File: src/rtl/uart_tx_sched_pkg.sv
// Shared definitions for the UART transmit scheduler: register map,
// STATUS bit layout, FSM state encodings and the bus request record.
package uart_tx_sched_pkg;

  localparam logic [31:0] REG_CTRL   = 32'h0000_0000;
  localparam logic [31:0] REG_STATUS = 32'h0000_0004;
  localparam logic [31:0] REG_BAUD   = 32'h0000_0008;
  localparam logic [31:0] REG_TXDATA = 32'h0000_000C;
  localparam logic [31:0] REG_RXDATA = 32'h0000_0010;

  // STATUS bit that reads 1 while the transmitter is still shifting
  localparam int STATUS_TX_BUSY = 0;

  typedef enum logic [7:0] {
    S_INIT      = 8'b0000_0001,
    S_INIT_RSP  = 8'b0000_0010,
    S_IDLE      = 8'b0000_0100,
    S_POLL      = 8'b0000_1000,
    S_POLL_RSP  = 8'b0001_0000,
    S_WAIT      = 8'b0010_0000,
    S_WRITE     = 8'b0100_0000,
    S_WRITE_RSP = 8'b1000_0000
  } state_e;

  typedef struct packed {
    logic        valid;
    logic        we;
    logic [31:0] addr;
    logic [31:0] data;
    logic [3:0]  sel;
  } bus_req_t;

  localparam bus_req_t REQ_NONE = '0;

  // Build a valid request; the UART only ever takes byte lane 0
  function automatic bus_req_t mk_req(input logic        we,
                                      input logic [31:0] addr,
                                      input logic [31:0] data);
    bus_req_t r;
    r.valid = 1'b1;
    r.we    = we;
    r.addr  = addr;
    r.data  = data;
    r.sel   = 4'b0001;
    return r;
  endfunction

endpackage

File: src/rtl/uart_tx_sched_fifo.sv
// Generic synchronous FIFO with registered occupancy and a
// combinational head output (first-word fall-through read).
module sync_fifo #(
  parameter int WIDTH = 8,
  parameter int DEPTH = 8
) (
  input  logic                     clk,
  input  logic                     rst_n,
  input  logic                     push,
  input  logic [WIDTH-1:0]         push_data,
  input  logic                     pop,
  output logic [WIDTH-1:0]         head,
  output logic [$clog2(DEPTH):0]   count,
  output logic                     full,
  output logic                     empty
);

  localparam int AW = $clog2(DEPTH);

  logic [WIDTH-1:0] mem [DEPTH];
  logic [AW-1:0]    wptr;
  logic [AW-1:0]    rptr;
  logic             do_push;
  logic             do_pop;

  assign full    = (count == (AW+1)'(DEPTH));
  assign empty   = (count == '0);
  assign do_push = push && !full;
  assign do_pop  = pop && !empty;
  assign head    = mem[rptr];

  // Storage needs no reset: nothing is read until the count says so
  always_ff @(posedge clk) begin
    if (do_push) mem[wptr] <= push_data;
  end

  // Pointers wrap naturally since DEPTH is a power of two
  always_ff @(posedge clk or negedge rst_n) begin
    if (!rst_n) begin
      wptr  <= '0;
      rptr  <= '0;
      count <= '0;
    end else begin
      if (do_push) wptr <= wptr + AW'(1);
      if (do_pop)  rptr <= rptr + AW'(1);
      case ({do_push, do_pop})
        2'b10:   count <= count + (AW+1)'(1);
        2'b01:   count <= count - (AW+1)'(1);
        default: count <= count;
      endcase
    end
  end

endmodule

File: src/rtl/uart_tx_sched.sv
// Shares one UART transmitter between two byte producers: round-robin
// arbitration into a byte FIFO, then a bus-master FSM that polls STATUS
// and writes TXDATA so software never spins on the UART.
module uart_tx_sched
  import uart_tx_sched_pkg::*;
#(
  parameter logic [31:0] BASE_ADDR  = 32'h0,
  parameter int          FIFO_DEPTH = 8,
  parameter int          POLL_GAP   = 16,
  parameter logic        RX_EN      = 1'b0
) (
  input  logic                        clk,
  input  logic                        rst_n,
  input  logic                        src0_valid_i,
  input  logic [7:0]                  src0_data_i,
  output logic                        src0_ready_o,
  input  logic                        src1_valid_i,
  input  logic [7:0]                  src1_data_i,
  output logic                        src1_ready_o,
  output logic [31:0]                 addr_o,
  output logic [31:0]                 data_o,
  output logic [3:0]                  sel_o,
  output logic                        we_o,
  output logic                        req_valid_o,
  input  logic                        req_ready_i,
  input  logic [31:0]                 data_i,
  input  logic                        rsp_valid_i,
  output logic                        rsp_ready_o,
  output logic                        busy_o,
  output logic [$clog2(FIFO_DEPTH):0] fifo_cnt_o
);

  localparam int GAP_W = $clog2(POLL_GAP + 2);

  state_e                      state;
  bus_req_t                    req_q;
  bus_req_t                    poll_req;
  logic [GAP_W-1:0]            gap_cnt;
  logic                        rr;        // 0: src0 wins a tie, 1: src1 wins
  logic                        grant0;
  logic                        grant1;
  logic                        push;
  logic                        pop;
  logic [7:0]                  push_data;
  logic [7:0]                  fifo_head;
  logic [$clog2(FIFO_DEPTH):0] fifo_cnt;
  logic                        fifo_full;
  logic                        fifo_empty;
  logic                        unused_rdata;

  // Only the TX busy bit of the read data matters here
  assign unused_rdata = ^data_i;

  // Grant at most one source per cycle; full blocks both, even on a pop
  always_comb begin
    grant0 = 1'b0;
    grant1 = 1'b0;
    if (rst_n && !fifo_full) begin
      if (src0_valid_i && (!src1_valid_i || !rr)) grant0 = 1'b1;
      else if (src1_valid_i)                      grant1 = 1'b1;
    end
  end

  assign src0_ready_o = grant0;
  assign src1_ready_o = grant1;
  assign push         = grant0 | grant1;
  assign push_data    = grant1 ? src1_data_i : src0_data_i;

  // After each accepted push, favour the source that was not just served
  always_ff @(posedge clk or negedge rst_n) begin
    if (!rst_n)      rr <= 1'b0;
    else if (grant0) rr <= 1'b1;
    else if (grant1) rr <= 1'b0;
  end

  sync_fifo #(
    .WIDTH (8),
    .DEPTH (FIFO_DEPTH)
  ) u_fifo (
    .clk       (clk),
    .rst_n     (rst_n),
    .push      (push),
    .push_data (push_data),
    .pop       (pop),
    .head      (fifo_head),
    .count     (fifo_cnt),
    .full      (fifo_full),
    .empty     (fifo_empty)
  );

  // The head byte leaves the FIFO the moment the UART takes the write
  assign pop      = (state == S_WRITE) && req_ready_i;
  assign poll_req = mk_req(1'b0, BASE_ADDR + REG_STATUS, 32'h0);

  // Bus master: one transaction in flight, request/response outputs registered
  always_ff @(posedge clk or negedge rst_n) begin
    if (!rst_n) begin
      state       <= S_INIT;
      req_q       <= REQ_NONE;
      rsp_ready_o <= 1'b0;
      gap_cnt     <= '0;
    end else begin
      case (state)
        S_INIT: begin
          if (req_q.valid && req_ready_i) begin
            req_q       <= REQ_NONE;
            rsp_ready_o <= 1'b1;
            state       <= S_INIT_RSP;
          end else begin
            req_q <= mk_req(1'b1, BASE_ADDR + REG_CTRL, {30'b0, RX_EN, 1'b1});
          end
        end
        S_INIT_RSP: begin
          if (rsp_valid_i) begin
            rsp_ready_o <= 1'b0;
            state       <= S_IDLE;
          end
        end
        S_IDLE: begin
          if (!fifo_empty) begin
            req_q <= poll_req;
            state <= S_POLL;
          end
        end
        S_POLL: begin
          if (req_ready_i) begin
            req_q       <= REQ_NONE;
            rsp_ready_o <= 1'b1;
            state       <= S_POLL_RSP;
          end
        end
        S_POLL_RSP: begin
          if (rsp_valid_i) begin
            rsp_ready_o <= 1'b0;
            if (!data_i[STATUS_TX_BUSY]) begin
              req_q <= mk_req(1'b1, BASE_ADDR + REG_TXDATA, {24'b0, fifo_head});
              state <= S_WRITE;
            end else if (POLL_GAP == 0) begin
              req_q <= poll_req;
              state <= S_POLL;
            end else begin
              gap_cnt <= GAP_W'(POLL_GAP);
              state   <= S_WAIT;
            end
          end
        end
        S_WAIT: begin
          // Leaving on the count of 1 puts the next STATUS read POLL_GAP+1
          // cycles after the busy response
          if (gap_cnt <= GAP_W'(1)) begin
            gap_cnt <= '0;
            req_q   <= poll_req;
            state   <= S_POLL;
          end else begin
            gap_cnt <= gap_cnt - GAP_W'(1);
          end
        end
        S_WRITE: begin
          if (req_ready_i) begin
            req_q       <= REQ_NONE;
            rsp_ready_o <= 1'b1;
            state       <= S_WRITE_RSP;
          end
        end
        S_WRITE_RSP: begin
          if (rsp_valid_i) begin
            rsp_ready_o <= 1'b0;
            state       <= S_IDLE;
          end
        end
        default: begin
          state       <= S_INIT;
          req_q       <= REQ_NONE;
          rsp_ready_o <= 1'b0;
          gap_cnt     <= '0;
        end
      endcase
    end
  end

  assign req_valid_o = req_q.valid;
  assign we_o        = req_q.we;
  assign addr_o      = req_q.addr;
  assign data_o      = req_q.data;
  assign sel_o       = req_q.sel;
  assign fifo_cnt_o  = fifo_cnt;
  // Gated so every output reads 0 while reset is held
  assign busy_o      = rst_n && (!fifo_empty || (state != S_IDLE));

endmodule

File: config.mk
export PLATFORM = sky130hd
export DESIGN_NAME = uart_tx_sched
export DESIGN_NICKNAME = d
export VERILOG_FILES = /design/src/rtl/uart_tx_sched_pkg.sv /design/src/rtl/uart_tx_sched_fifo.sv /design/src/rtl/uart_tx_sched.sv
export SDC_FILE = /design/constraint.sdc
export NUM_CORES = 1
export LEC_CHECK = 0
export ABC_AREA = 1
export BUFFER_PORTS_ARGS = -buffer_cell sky130_fd_sc_hd__buf_2
export CORE_ASPECT_RATIO = 2
export CORE_MARGIN = 2
export CORE_UTILIZATION = 40
export CTS_BUF_LIST = sky130_fd_sc_hd__clkbuf_4
export DETAILED_ROUTE_END_ITERATION = 7
export PLACE_DENSITY_LB_ADDON = 0.05
export SYNTH_ARGS = -nofsm -noshare
export SYNTH_HDL_FRONTEND = slang
export SYNTH_SLANG_ARGS = --single-unit
File: constraint.sdc
create_clock -name clk -period 2.53 [get_ports clk]
set_clock_uncertainty 0.2 [all_clocks]
set_input_delay 0.3795 -clock clk [delete_from_list [all_inputs] [get_ports clk]]
set_output_delay 0.3795 -clock clk [all_outputs]
set_load 0.03 [all_outputs]
# Word level (Yosys, flattened, before mapping)
# Memories as Yosys holds them, arrays and structs flattened.
# Cells that the tools add are included.
# Widths: inputs -> output; s select.
[classes]
muxes = 35
addsub = 5
reduce_logical = 25
bitwise = 4
magnitude_cmp = 1
eq_ne = 23
[op_table]
columns = ["cell", "count"]
rows = [
  ["$mux 70", 6],
  ["$pmux 70 s6", 1],
  ["$mux 8", 8],
  ["$pmux 8 s7", 1],
  ["$ne 2x2->1 const B", 8],
  ["$mux 5", 3],
  ["$pmux 5 s3", 1],
  ["$mux 1", 12],
  ["$eq 8x1->1 const B", 1],
  ["$eq 8x2->1 const B", 1],
  ["$eq 8x3->1 const B", 1],
  ["$eq 8x4->1 const B", 1],
  ["$eq 8x5->1 const B", 1],
  ["$eq 8x6->1 const B", 1],
  ["$eq 8x7->1 const B", 1],
  ["$eq 8x8->1 const B", 1],
  ["$ne 8x3->1 const B", 1],
  ["$pmux 4 s2", 1],
  ["$logic_and 1x1->1", 7],
  ["$mux 7", 1],
  ["$reduce_and 7->1", 1],
  ["$add 3x1->3 const B", 2],
  ["$ne 2x1->1 const B", 3],
  ["$reduce_and 6->1", 1],
  ["other kinds (19)", 28],
]
[totals]
output_inout_bits = 78
reg_bits = 95
mem_count = 1
inputBits = 54
ram_bits = 64
word_cells = 106
[memory_table]
columns = ["memory", "depth", "word_bits", "rd", "rd_clocked_by_memory_dff", "write_ports", "line", "rtl"]
rows = [
  ["u_fifo.mem", 8, 8, 1, 0, 1, "uart_tx_sched_fifo.sv:20", "logic [WIDTH-1:0] mem [DEPTH];"],
]

# Longest topological paths before layout
# Gate-level depths: netlist of run 1.
[depth]
depth_word = 9
depth_mapped = 16
mapped_depth_nobuf = 16

# Hierarchy
# A second synthesis of run 1 with hierarchy kept.
[hier_totals]
hier_cells = 671
hier_area_um2 = 5661.7
[by_module_without_submodules]
columns = ["module", "cells_each", "n_inst", "area_per_inst_um2", "seq_area_each_um2"]
rows = [
  ["sync_fifo", 357, 1, 3399.5, 2172.1],
  ["uart_tx_sched", 314, 1, 2262.2, 676.9],
]

# Worst setup path before layout of run 1
# No wires, ideal clock.
[synth_path]
kind = "reg-to-reg"
startpoint = "register u_fifo.count[0]"
endpoint = "register u_fifo.count[2]"
slack_ns = 0.061
path_stages_with_launch = 15
period_less_slack_ns = 2.469
required_ns = 2.211
arrival_ns = 2.150
path_cell_list = "dfrtp_1 -> nor2_1 -> nand2_1 -> nor2_1 -> nand3b_1 -> inv_1 -> ha_1 -> nand2_1 -> inv_1 -> nor2_1 -> ha_1 -> a21oi_1 -> a21oi_1 -> o21ai_0 -> o21a_1"
[synth_between]
word_cells_on_any_way = 16
[synth_lines]
columns = ["element", "line", "rtl"]
rows = [
  ["start, declared", "uart_tx_sched_fifo.sv:13", "output logic [$clog2(DEPTH):0] count,"],
  ["start signal, assigned", "uart_tx_sched_fifo.sv:47", "2'b10: count <= count + (AW+1)'(1);"],
  ["start signal, assigned", "uart_tx_sched_fifo.sv:48", "2'b01: count <= count - (AW+1)'(1);"],
  ["start signal, assigned", "uart_tx_sched_fifo.sv:49", "default: count <= count;"],
  ["$logic_not 4->1 (*)", "uart_tx_sched_fifo.sv:27", "assign empty = (count == '0);"],
  ["$logic_not 1->1 (*)", "uart_tx_sched_fifo.sv:29", "assign do_pop = pop && !empty;"],
  ["$logic_and 1x1->1 (*)", "uart_tx_sched_fifo.sv:29", ""],
  ["net u_fifo.do_pop", "uart_tx_sched_fifo.sv:24", "logic do_pop;"],
  ["$eq 2x1->1 / $eq 2x2->1 (equally long branches)", "uart_tx_sched_fifo.sv:46", "case ({do_push, do_pop})"],
  ["$pmux 4 s2 / $reduce_bool 2->1 (equally long branches)", "--", ""],
]
# The timed path passes the listed nets; every way through them passes the cells marked *.
# A chain may end at the register's enable or synchronous reset.

# Worst setup path after layout of run 1
[layout_path]
startpoint = "register state[3]"
endpoint = "register u_fifo.count[2]"
[layout_between]
elab_chain_len = 5
word_cells_on_any_way = 7
[layout_rtl]
columns = ["element", "line", "rtl"]
rows = [
  ["start, declared", "uart_tx_sched.sv:35", "state_e state;"],
  ["start signal, assigned", "uart_tx_sched.sv:98", "state <= S_INIT;"],
  ["start signal, assigned", "uart_tx_sched.sv:108", "state <= S_INIT_RSP;"],
  ["start signal, assigned", "uart_tx_sched.sv:116", "state <= S_IDLE;"],
  ["$eq 8x7->1 (*)", "uart_tx_sched.sv:92", "assign pop = (state == S_WRITE) && req_ready_i;"],
  ["$logic_and 1x1->1 (*)", "uart_tx_sched.sv:92", ""],
  ["$logic_and 1x1->1 (*)", "uart_tx_sched_fifo.sv:29", ""],
  ["net u_fifo.do_pop", "uart_tx_sched_fifo.sv:24", ""],
  ["$eq 2x1->1 / $eq 2x2->1 (equally long branches)", "uart_tx_sched_fifo.sv:46", ""],
  ["$pmux 4 s2 / $reduce_bool 2->1 (equally long branches)", "--", ""],
]
# Marked as above.

==> results of run 1 <==
==> cell type report <==
type	instances	area share
Antenna cell	1	0.000422
Clock buffer	9	0.0114
Inverter	51	0.0335
Clock inverter	7	0.0120
Tap cell	155	0.0327
Multi-Input combinational cell	450	0.358
Timing Repair Buffer	69	0.0721
Sequential cell	101	0.480
==> metal layers <==
| layer | global-route usage | wire (µm) |
|---|---|---|
| met1 | 0.176 | 4250 |
| met2 | 0.340 | 7250 |
| met3 | 0.0268 | 349 |
| met4 | 0.0774 | 433 |
| met5 | 0 | 0 |
==> placed cells by master, fill, tap and decap left out, types with 2 or more instances in the layout <==
master         instances
ha_1                   6
nand3_1               30
edfxtp_1              64
nand2_1              205
clkinv_1               2
a21oi_1               11
dlygate4sd3_1          2
o21ai_0               26
nand2_2               14
nor2_4                 5
nand4_1                3
clkbuf_4               9
dfrtp_1               35
nor2_1                54
xor2_1                 5
buf_4                 23
xnor2_1                2
nand2_4               11
nor2_2                 6
clkinv_4               2
nand3_2                3
inv_6                  4
inv_1                 41
inv_2                  6
conb_1                57
buf_2                 43
nand3b_1               2
==> cells by family after synthesis <==
family / after synthesis
XOR/XNOR: 7
AO/OA/AOI/OAI: 43
flip-flops: 101
other: 1
buffers and inverters: 122
adder cells (fa/ha/maj): 7
AND/OR/NAND/NOR: 336
==> timing repair <==
action / in CTS / in global routing
hold buffers: 3 / 0
endpoints found under the setup margin: 1 / 4
endpoints found under the hold margin: 37 / 0
gates resized for setup: 1 / 12
setup buffers: 0 / 2
==> power by group through the flow <==
stage / sequential (mW) / combinational (mW) / clock (mW)
2_1_floorplan: 2.30 / 1.00 / 0
3_3_place_gp: 2.17 / 1.45 / 0
3_5_place_dp: 2.18 / 1.46 / 0
4_1_cts: 2.14 / 1.48 / 0.882
5_1_grt: 2.18 / 1.67 / 0.946
6_report: 2.15 / 1.49 / 0.844
==> stage by stage <==
stage | power (mW) | utilization | hold WS (ns) | setup WS, ns
final | 4.49 | 0.444 | 0.0659 | 0.150
after global routing | 4.80 | 0.444 | 0.0103 | -0.0135
after CTS | 4.50 | 0.441 | 0.0248 | 0.0143
after detailed placement | 3.65 | 0.427 | 0.0220 | 0.0247
after global placement | 3.63 | 0.427 | 0.0143 | 0.0751
after floorplan | 3.30 | - | -0.116 | 0.0609
==> registers in the layout, summed over array words and instances (netlist names), 2 cells and up <==
signal	cells
data_o	8
state	8
u_fifo.rptr	3
u_fifo.mem	64
u_fifo.wptr	3
gap_cnt	5
addr_o	2
u_fifo.count	4
==> worst paths after layout <==
kind / slack, ns / to / from
max: 0.15 / u_fifo.count[2] / state[3]
min: 0.07 / u_fifo.wptr[0] / rst_n
max reg2reg: 0.15 / u_fifo.count[2] / state[3]
min reg2reg: 0.28 / rsp_ready_o / rsp_ready_o
max in group asynchronous: 1.49 / gap_cnt[4] / rst_n
min in group clk: 0.10 / rr / src1_valid_i
==> worst max-delay path: cells and delay by family (launching register included) <==
kind	cells	cell delay, ns
buffers and inverters	4	0.33
flip-flops	1	0.47
AND/OR/NAND/NOR	6	0.56
adder cells (fa/ha/maj)	2	0.39
AO/OA/AOI/OAI	4	0.40
==> impl_metrics.tcl, run 1 <==
set metrics [dict create \
    synth_area_leader_cell "edfxtp_1" \
    fp.dieArea_mm2 0.0146 \
    setup_viol 0 \
    leakage_nw 2.94 \
    status "complete, no violations" \
    fp-row-count 60 \
    synth_cell_type_count 36 \
    vdd.ir_drop.worst_mv 0.398 \
    fillers 1348 \
    dp_hpwl_um 9350 \
    fin_area_mm2 0.00594 \
    setup_tns_ns 0 \
    netlist_instances 617 \
    placed_area_mm2 0.00571 \
    seq_power_share 0.479 \
    switchingPower_mw 1.79 \
    ff2ff_path_depth 16 \
    arrival_ns 2.59 \
    cap_violations 0 \
    period_minus_slack_ns 2.38 \
    fmax_mhz 420 \
    grt-ovfl-total 0 \
    period_share 0.941 \
    synth_compound_area_frac 0.0418 \
    swShare 0.398 \
    clkTransAtPathRegs_ns 0.18 \
    layout-drive-gt1-share 0.199 \
    p_int_mw 2.70 \
    start_kind "flop" \
    final_nets 743 \
    crit_required_ns 2.74 \
    vias 3891 \
    cts_sinks 101 \
    cts.path.max_buffers 2 \
    synth-edff-count 64 \
    muxShareOfSynthArea 0 \
    synthXorXnorAreaFrac 0.0112 \
    yosysMostFrequentCell "nand2_1" \
    postRouteAntennaNets 0 \
    synthAdderAreaFrac 0.0161 \
    antenna_found_initial 1 \
    clkLatencyLatePin_ns 0.46 \
    hold_viol 0 \
    grtUsageTotal 0.175 \
    ys_top_cells_by_count "nand2_1 (205), edfxtp_1 (64), buf_4 (59)" \
    first_global_vias 3942 \
    ys_warn_count 0 \
    wl_um 12300 \
    crit_chain "nor2_4 -> nand2_4 -> inv_6 -> nand2_4 -> inv_1 -> nand3b_1 -> inv_2 -> ha_2 -> nand2_1 -> inv_1 -> nor2_2 -> ha_1 -> a21oi_2 -> a21oi_1 -> o21ai_0 -> o21a_1" \
    numCtsBuffers 9 \
    fp.coreArea_mm2 0.0134 \
    drtPass1Iterations 4 \
    htreeDepth 3 \
    grt_max_degree 42 \
    cpPeakStageDelay_ns 0.47 \
    pwr-share-clk 0.188 \
    syn2layout_area_growth_pct 8.86 \
    async_flop_share 0.366 \
    die_w_um 86.6 \
    synth_top_area_share 0.352 \
    maxSlewViolCount 0 \
    hold_path_class "input pin to async pin" \
    pin_count 132 \
    avgSynthCellArea_um2 8.84 \
    synth_area_leaders "edfxtp_1 (35%), dfrtp_1 (17%), nand2_1 (14%)" \
    dieHeight_um 169 \
    via_per_inst 4.62 \
    synth_flop_cell "edfxtp_1" \
    synth_top_family_by_area "simple AND/OR/NAND/NOR gates" \
    multi_input_area_mm2 0.00212 \
    regArea_mm2 0.00285 \
    p_comb_frac 0.333 \
    cts_tree "built" \
    post-route-drc-count 0 \
    ys_seq_area_frac 0.522 \
    drtIter0Drc 148 \
    gp_congestion 0.850 \
    yosys.area_share.simple 0.276 \
    cp_slowest_cell "dfrtp_1" \
    synth_area_mm2 0.00545 \
    start_util 0.408 \
    cts-root-buf "clkbuf_4" \
    crit_type "flop to flop" \
    final_cells 843 \
    critical_path.max_fanout 5 \
    place_inst 821 \
    ys_ff_latch 101 \
    wire_per_inst_um 14.6 \
    grt_pass1_wl_um 19500 \
    pwr_density_cell_mw_per_mm2 756 \
    io_buffer_count 43 \
    end_kind "flop" \
]
Power figures use the tool's default switching activity.
==> run 2, diff against run 1 <==
==> constraint.sdc (replaced) <==
create_clock -name clk -period 2.1 [get_ports clk]
set_clock_uncertainty 0.2 [all_clocks]
set_input_delay 0.315 -clock clk [delete_from_list [all_inputs] [get_ports clk]]
set_output_delay 0.315 -clock clk [all_outputs]
set_load 0.01 [all_outputs]
==> impl_metrics.tcl, run 2 (synthesized netlist as in run 1, its figures left out) <==
set metrics [dict create \
    die_w_um 86.6 \
    critPathLaunch "state[0]" \
    clkTransAtPathRegs_ns 0.18 \
    dp_hpwl_um 9610 \
    status "finished with violations" \
    grt-ovfl-total 0 \
    start_kind "flop" \
    vdd.ir_drop.worst_mv 0.457 \
    path_buf_inv 4 \
    wire_per_inst_um 14.6 \
    hold_viol 0 \
    clkLatencyLatePin_ns 0.46 \
    grtUsageTotal 0.180 \
    arrival_ns 2.40 \
    crit_required_ns 2.28 \
    pwr_density_cell_mw_per_mm2 883 \
    critical_path.max_fanout 3 \
    fmax_mhz 451 \
    multi_input_area_mm2 0.00231 \
    regArea_mm2 0.00285 \
    first_global_vias 4046 \
    end_kind "flop" \
    via_per_inst 4.65 \
    layout-drive-gt1-share 0.275 \
    htreeDepth 3 \
    final_cell_mix "nand2_1 (201), edfxtp_1 (64), conb_1 (57), buf_4 (55), nor2_1 (48)" \
    cp_slowest_cell "dfstp_2" \
    final_common_cell "nand2_1" \
    final_nets 782 \
    hold_path_class "input pin to flop" \
    grt_max_degree 35 \
    cts.path.max_buffers 2 \
    gp_congestion 0.784 \
    syn2layout_area_growth_pct 19.3 \
    numCtsBuffers 9 \
    drtPass1Iterations 5 \
    fp.coreArea_mm2 0.0134 \
    rsz0062_at_grt "true" \
    grt_pass1_wl_um 20100 \
    vias 4099 \
    drtIter0Drc 128 \
    setup_viol 5 \
    period_minus_slack_ns 2.22 \
    final_util 0.487 \
    maxSlewViolCount 0 \
    use_met1 0.182 \
    cts-root-buf "clkbuf_4" \
    fin_hold_ws_ns 0.0358 \
    top_register "u_fifo.mem" \
    critPathTopFamily "flip-flops" \
    final_cells 882 \
    fillers 1327 \
    fp-row-count 60 \
    antenna_found_initial 1 \
    violations "setup timing" \
    leakage_nw 3.17 \
    cap_violations 0 \
    setup_slack_ns -0.118 \
    fp.dieArea_mm2 0.0146 \
    wl_um 12800 \
    grt.busiest_layer "met2" \
    place_inst 849 \
    cpPeakStageDelay_ns 0.59 \
    grt_use_met3 0.0244 \
    crit_type "flop to flop" \
    io_buffer_count 43 \
    timing.rr.start "state[0]" \
    crit_chain "nor2_4 -> nand2_4 -> inv_6 -> nand2_4 -> inv_2 -> nand3b_1 -> inv_2 -> ha_4 -> nand2_2 -> inv_2 -> nor2_4 -> ha_4 -> a21oi_4 -> a21oi_2 -> o21ai_1 -> o21a_1" \
    pin_count 132 \
    cts_tree "built" \
    grtUsageMet2 0.359 \
    cts_sinks 101 \
    holdCritStartpoint "rsp_valid_i" \
    start_util 0.408 \
    postRouteAntennaNets 0 \
    period_share 1.06 \
    post-route-drc-count 0 \
    dieHeight_um 169 \
    largest_reg_flops 64 \
    critPathMostFrequentCell "inv_2" \
]
run 2: path summary, 6_finish.rpt:
| check | to | slack, ns | cells past startpoint |
|---|---|---|---|
| worst max-delay path | u_fifo.count[2] | -0.12 | 16 |
| max in group asynchronous | state[0] | 0.74 | 4 |
| worst min register to register | gap_cnt[3] | 0.30 | 2 |
| worst min-delay path | state[4] | 0.04 | 4 |
| min in group asynchronous | u_fifo.wptr[0] | 0.12 | 2 |
| worst max register to register | u_fifo.count[2] | -0.12 | 16 |
run 2: area by class of cell:
class | count | area share
sequential | 101 | 0.438
clock buffer | 9 | 0.0104
antenna | 1 | 0.000385
clock inverter | 7 | 0.0135
multi-input combinational | 450 | 0.355
tap | 155 | 0.0298
inverter | 51 | 0.0325
timing repair buffer | 108 | 0.121
run 2: layer usage:
metal	part of all wire	wire (µm)
met2	0.60	7740
met3	0.021	273
met5	0	0
met1	0.36	4590
met4	0.019	243
run 2: worst min-delay path, stage by stage:
cell and delay, ns:
buf_2 0.08, inv_1 0.07, nand3_2 0.13, nand2_1 0.08
run 2: repair_timing:
item                                    CTS  global route
gates resized for setup                  28            18
pin swaps                                 7             5
endpoints found under the setup margin   38            56
hold endpoints to repair                 37             0
setup buffers                             9             5
hold buffers                              2             0
run 2: per-stage QoR:
stage	setup slack [ns]	area, µm²	total power, mW	setup TNS, ns
final	-0.118	6510	5.74	-0.382
after global routing	-0.216	6510	6.09	-3.58
after CTS	-0.0944	6370	5.64	-0.403
after detailed placement	-0.127	6020	4.42	-1.75
after global placement	-0.103	6020	4.40	-1.07
after floorplan	-0.122	5710	3.80	-0.155
run 2: where the power goes:
part	internal (mW)	switching, mW	leakage (nW)
Clock	0.394	0.718	0.0849
Sequential	2.44	0.155	1.05
Combinational	0.812	1.23	2.04
Total	3.64	2.10	3.17
==> run 3, diff against run 2 <==
ABC_AREA = unset   (was 1)
CORE_MARGIN = unset   (was 2)
==> impl_metrics.tcl, run 3 <==
set metrics [dict create \
    cts.path.max_buffers 2 \
    cts_sinks 101 \
    pre_cts_slack_ns -0.406 \
    fp.dieArea_mm2 0.0131 \
    largest_reg_flops 64 \
    start_util 0.413 \
    drtPass1Iterations 4 \
    setup_tns_ns -2.47 \
    dp_hpwl_um 8090 \
    pin_count 132 \
    final_cell_mix "edfxtp_1 (64), buf_4 (58), conb_1 (57), buf_2 (42), dfrtp_1 (32)" \
    pwr-share-clk 0.182 \
    drtIter0Drc 115 \
    synth-edff-count 64 \
    hold_viol 0 \
    synth_area_leaders "edfxtp_1 (38%), dfrtp_1 (18%), buf_4 (8.6%)" \
    critical_path.max_fanout 2 \
    final_common_cell "edfxtp_1" \
    pwr_density_cell_mw_per_mm2 877 \
    wl_um 11600 \
    avgSynthCellArea_um2 13.6 \
    vdd.ir_drop.worst_mv 0.601 \
    status "finished with violations" \
    clkLatencyLatePin_ns 0.47 \
    async_flop_share 0.366 \
    fillers 1080 \
    htreeDepth 3 \
    place_inst 607 \
    antenna_found_initial 1 \
    rsz0062_at_grt "true" \
    seq_power_share 0.463 \
    regArea_mm2 0.00285 \
    crit_required_ns 1.58 \
    fin_area_mm2 0.00658 \
    period_minus_slack_ns 2.40 \
    wire_per_inst_um 17.4 \
    cp_slowest_cell "dfrtp_1" \
    vias 3245 \
    synth_flop_cell "edfxtp_1" \
    netlist_instances 373 \
    cts-root-buf "clkbuf_4" \
    cpPeakStageDelay_ns 0.42 \
    layout-drive-gt1-share 0.427 \
    grt_max_degree 37 \
    placed_area_mm2 0.00579 \
    p_comb_frac 0.355 \
    die_w_um 81.6 \
    fp-row-count 57 \
    synth_cell_type_count 53 \
    syn2layout_area_growth_pct 30.0 \
    clkTransAtPathRegs_ns 0.17 \
    gp_congestion 0.866 \
    fmax_mhz 416 \
    period_share 1.14 \
    dieHeight_um 161 \
    synth_area_mm2 0.00506 \
    via_per_inst 4.87 \
    violations "setup timing" \
    swShare 0.347 \
    critPathTopFamily "buffers and inverters" \
    cts_tree "built" \
    p_int_mw 3.77 \
    synth_area_leader_cell "edfxtp_1" \
    first_global_vias 3404 \
    top_register "u_fifo.mem" \
    fp.coreArea_mm2 0.0123 \
    multi_input_area_mm2 0.00217 \
    crit_chain "buf_6 -> nor4_4 -> nand4b_1 -> buf_4 -> o21a_1 -> buf_2" \
    leakage_nw 2.78 \
    path_buf_inv 3 \
    ys_top_cells_by_count "edfxtp_1 (64), buf_4 (58), dfrtp_1 (36)" \
    numCtsBuffers 9 \
    final_nets 574 \
    synth_top_area_share 0.380 \
    io_buffer_count 43 \
    yosysMostFrequentCell "edfxtp_1" \
    ys_seq_area_frac 0.563 \
    ys_ff_latch 101 \
    final_cells 666 \
    hold_path_class "input pin to flop" \
    postRouteAntennaNets 0 \
    grt_pass1_wl_um 17700 \
    ys_warn_count 0 \
    setup_viol 23 \
    grtUsageTotal 0.189 \
    end_kind "primary output" \
    setup_slack_ns -0.304 \
    fin_hold_ws_ns 0.0337 \
    arrival_ns 1.89 \
    switchingPower_mw 2.00 \
    cap_violations 0 \
    maxSlewViolCount 0 \
    post-route-drc-count 0 \
    start_kind "flop" \
    crit_type "flop to primary output" \
    grt-ovfl-total 0 \
]
[run 3: cell count changes after synthesis, sizes merged, moves of 12 or more]
cell and delta:
mux4 +15, nand3 -26, inv -39, nor2 -47, mux2 +22, mux2i +12, nand2 -210
[run 3: worst reg2reg max path: stages, from the launching register on]
cell and delay (ns):
dfrtp_1 0.45, nor4_4 0.30, and3_1 0.22, and3_4 0.22, ha_4 0.14, xor2_1 0.15, ha_1 0.18, a21oi_2 0.04
xor2_1 0.13, nor2_1 0.11, xor2_1 0.14
[run 3: cells by family after synthesis]
kind of cell    count (synthesis)  synth area share
simple gates                   86            0.0929
fa+ha+maj                       7            0.0173
other cells                     1          0.000741
buf+inv                        79             0.107
compound gates                 38            0.0522
flops                         101             0.563
mux                            49             0.146
xor+xnor                       12            0.0208
[run 3: final cells by class]
| class | count | share of cell area |
|---|---|---|
| antenna | 1 | 0.000380 |
| clock buffer | 9 | 0.0103 |
| clock inverter | 7 | 0.0131 |
| inverter | 9 | 0.00514 |
| multi-input combinational | 249 | 0.329 |
| sequential | 101 | 0.434 |
| tap | 147 | 0.0280 |
| timing repair buffer | 143 | 0.180 |
[run 3: final timing paths]
kind / from / to / slack (ns) / cells past startpoint
max: state[5] / busy_o / -0.30 / 6
min: src1_data_i[1] / u_fifo.mem[6][1] / 0.03 / 2
max reg2reg: state[2] / u_fifo.count[2] / -0.22 / 10
min reg2reg: rsp_ready_o / rsp_ready_o / 0.33 / 2
max in group asynchronous: rst_n / state[6] / 1.24 / 4
min in group asynchronous: rst_n / state[0] / 0.25 / 3
[run 3: power groups by stage]
| stage | Clock, mW | Combinational (mW) | Sequential (mW) |
|---|---|---|---|
| final | 1.05 | 2.05 | 2.68 |
| after global routing | 1.17 | 2.22 | 2.71 |
| after CTS | 1.09 | 1.95 | 2.66 |
| after detailed placement | 0 | 1.76 | 2.70 |
| after global placement | 0 | 1.74 | 2.69 |
| after floorplan | 0 | 1.04 | 2.71 |
[run 3: stage by stage]
step,util,power (mW)
final,0.536,5.77
after global routing,0.536,6.09
after CTS,0.520,5.70
after detailed placement,0.472,4.45
after global placement,0.472,4.42
after floorplan,-,3.75
[run 3: routing by layer]
metal | up-vias | part of all wire | track usage
met2 | 80 | 0.59 | 0.364
met5 | - | 0 | 0
li1 | 1535 | - | -
met4 | 0 | 0.028 | 0.0795
met3 | 17 | 0.024 | 0.0271
met1 | 1613 | 0.36 | 0.190
[run 3: what timing repair did]
action,in CTS,in global routing
resized for setup,34,35
gates cloned,1,0
hold buffers,20,1
hold endpoints to repair,96,5
setup buffers,17,12
endpoints found under the setup margin,127,123
pin swaps,10,23
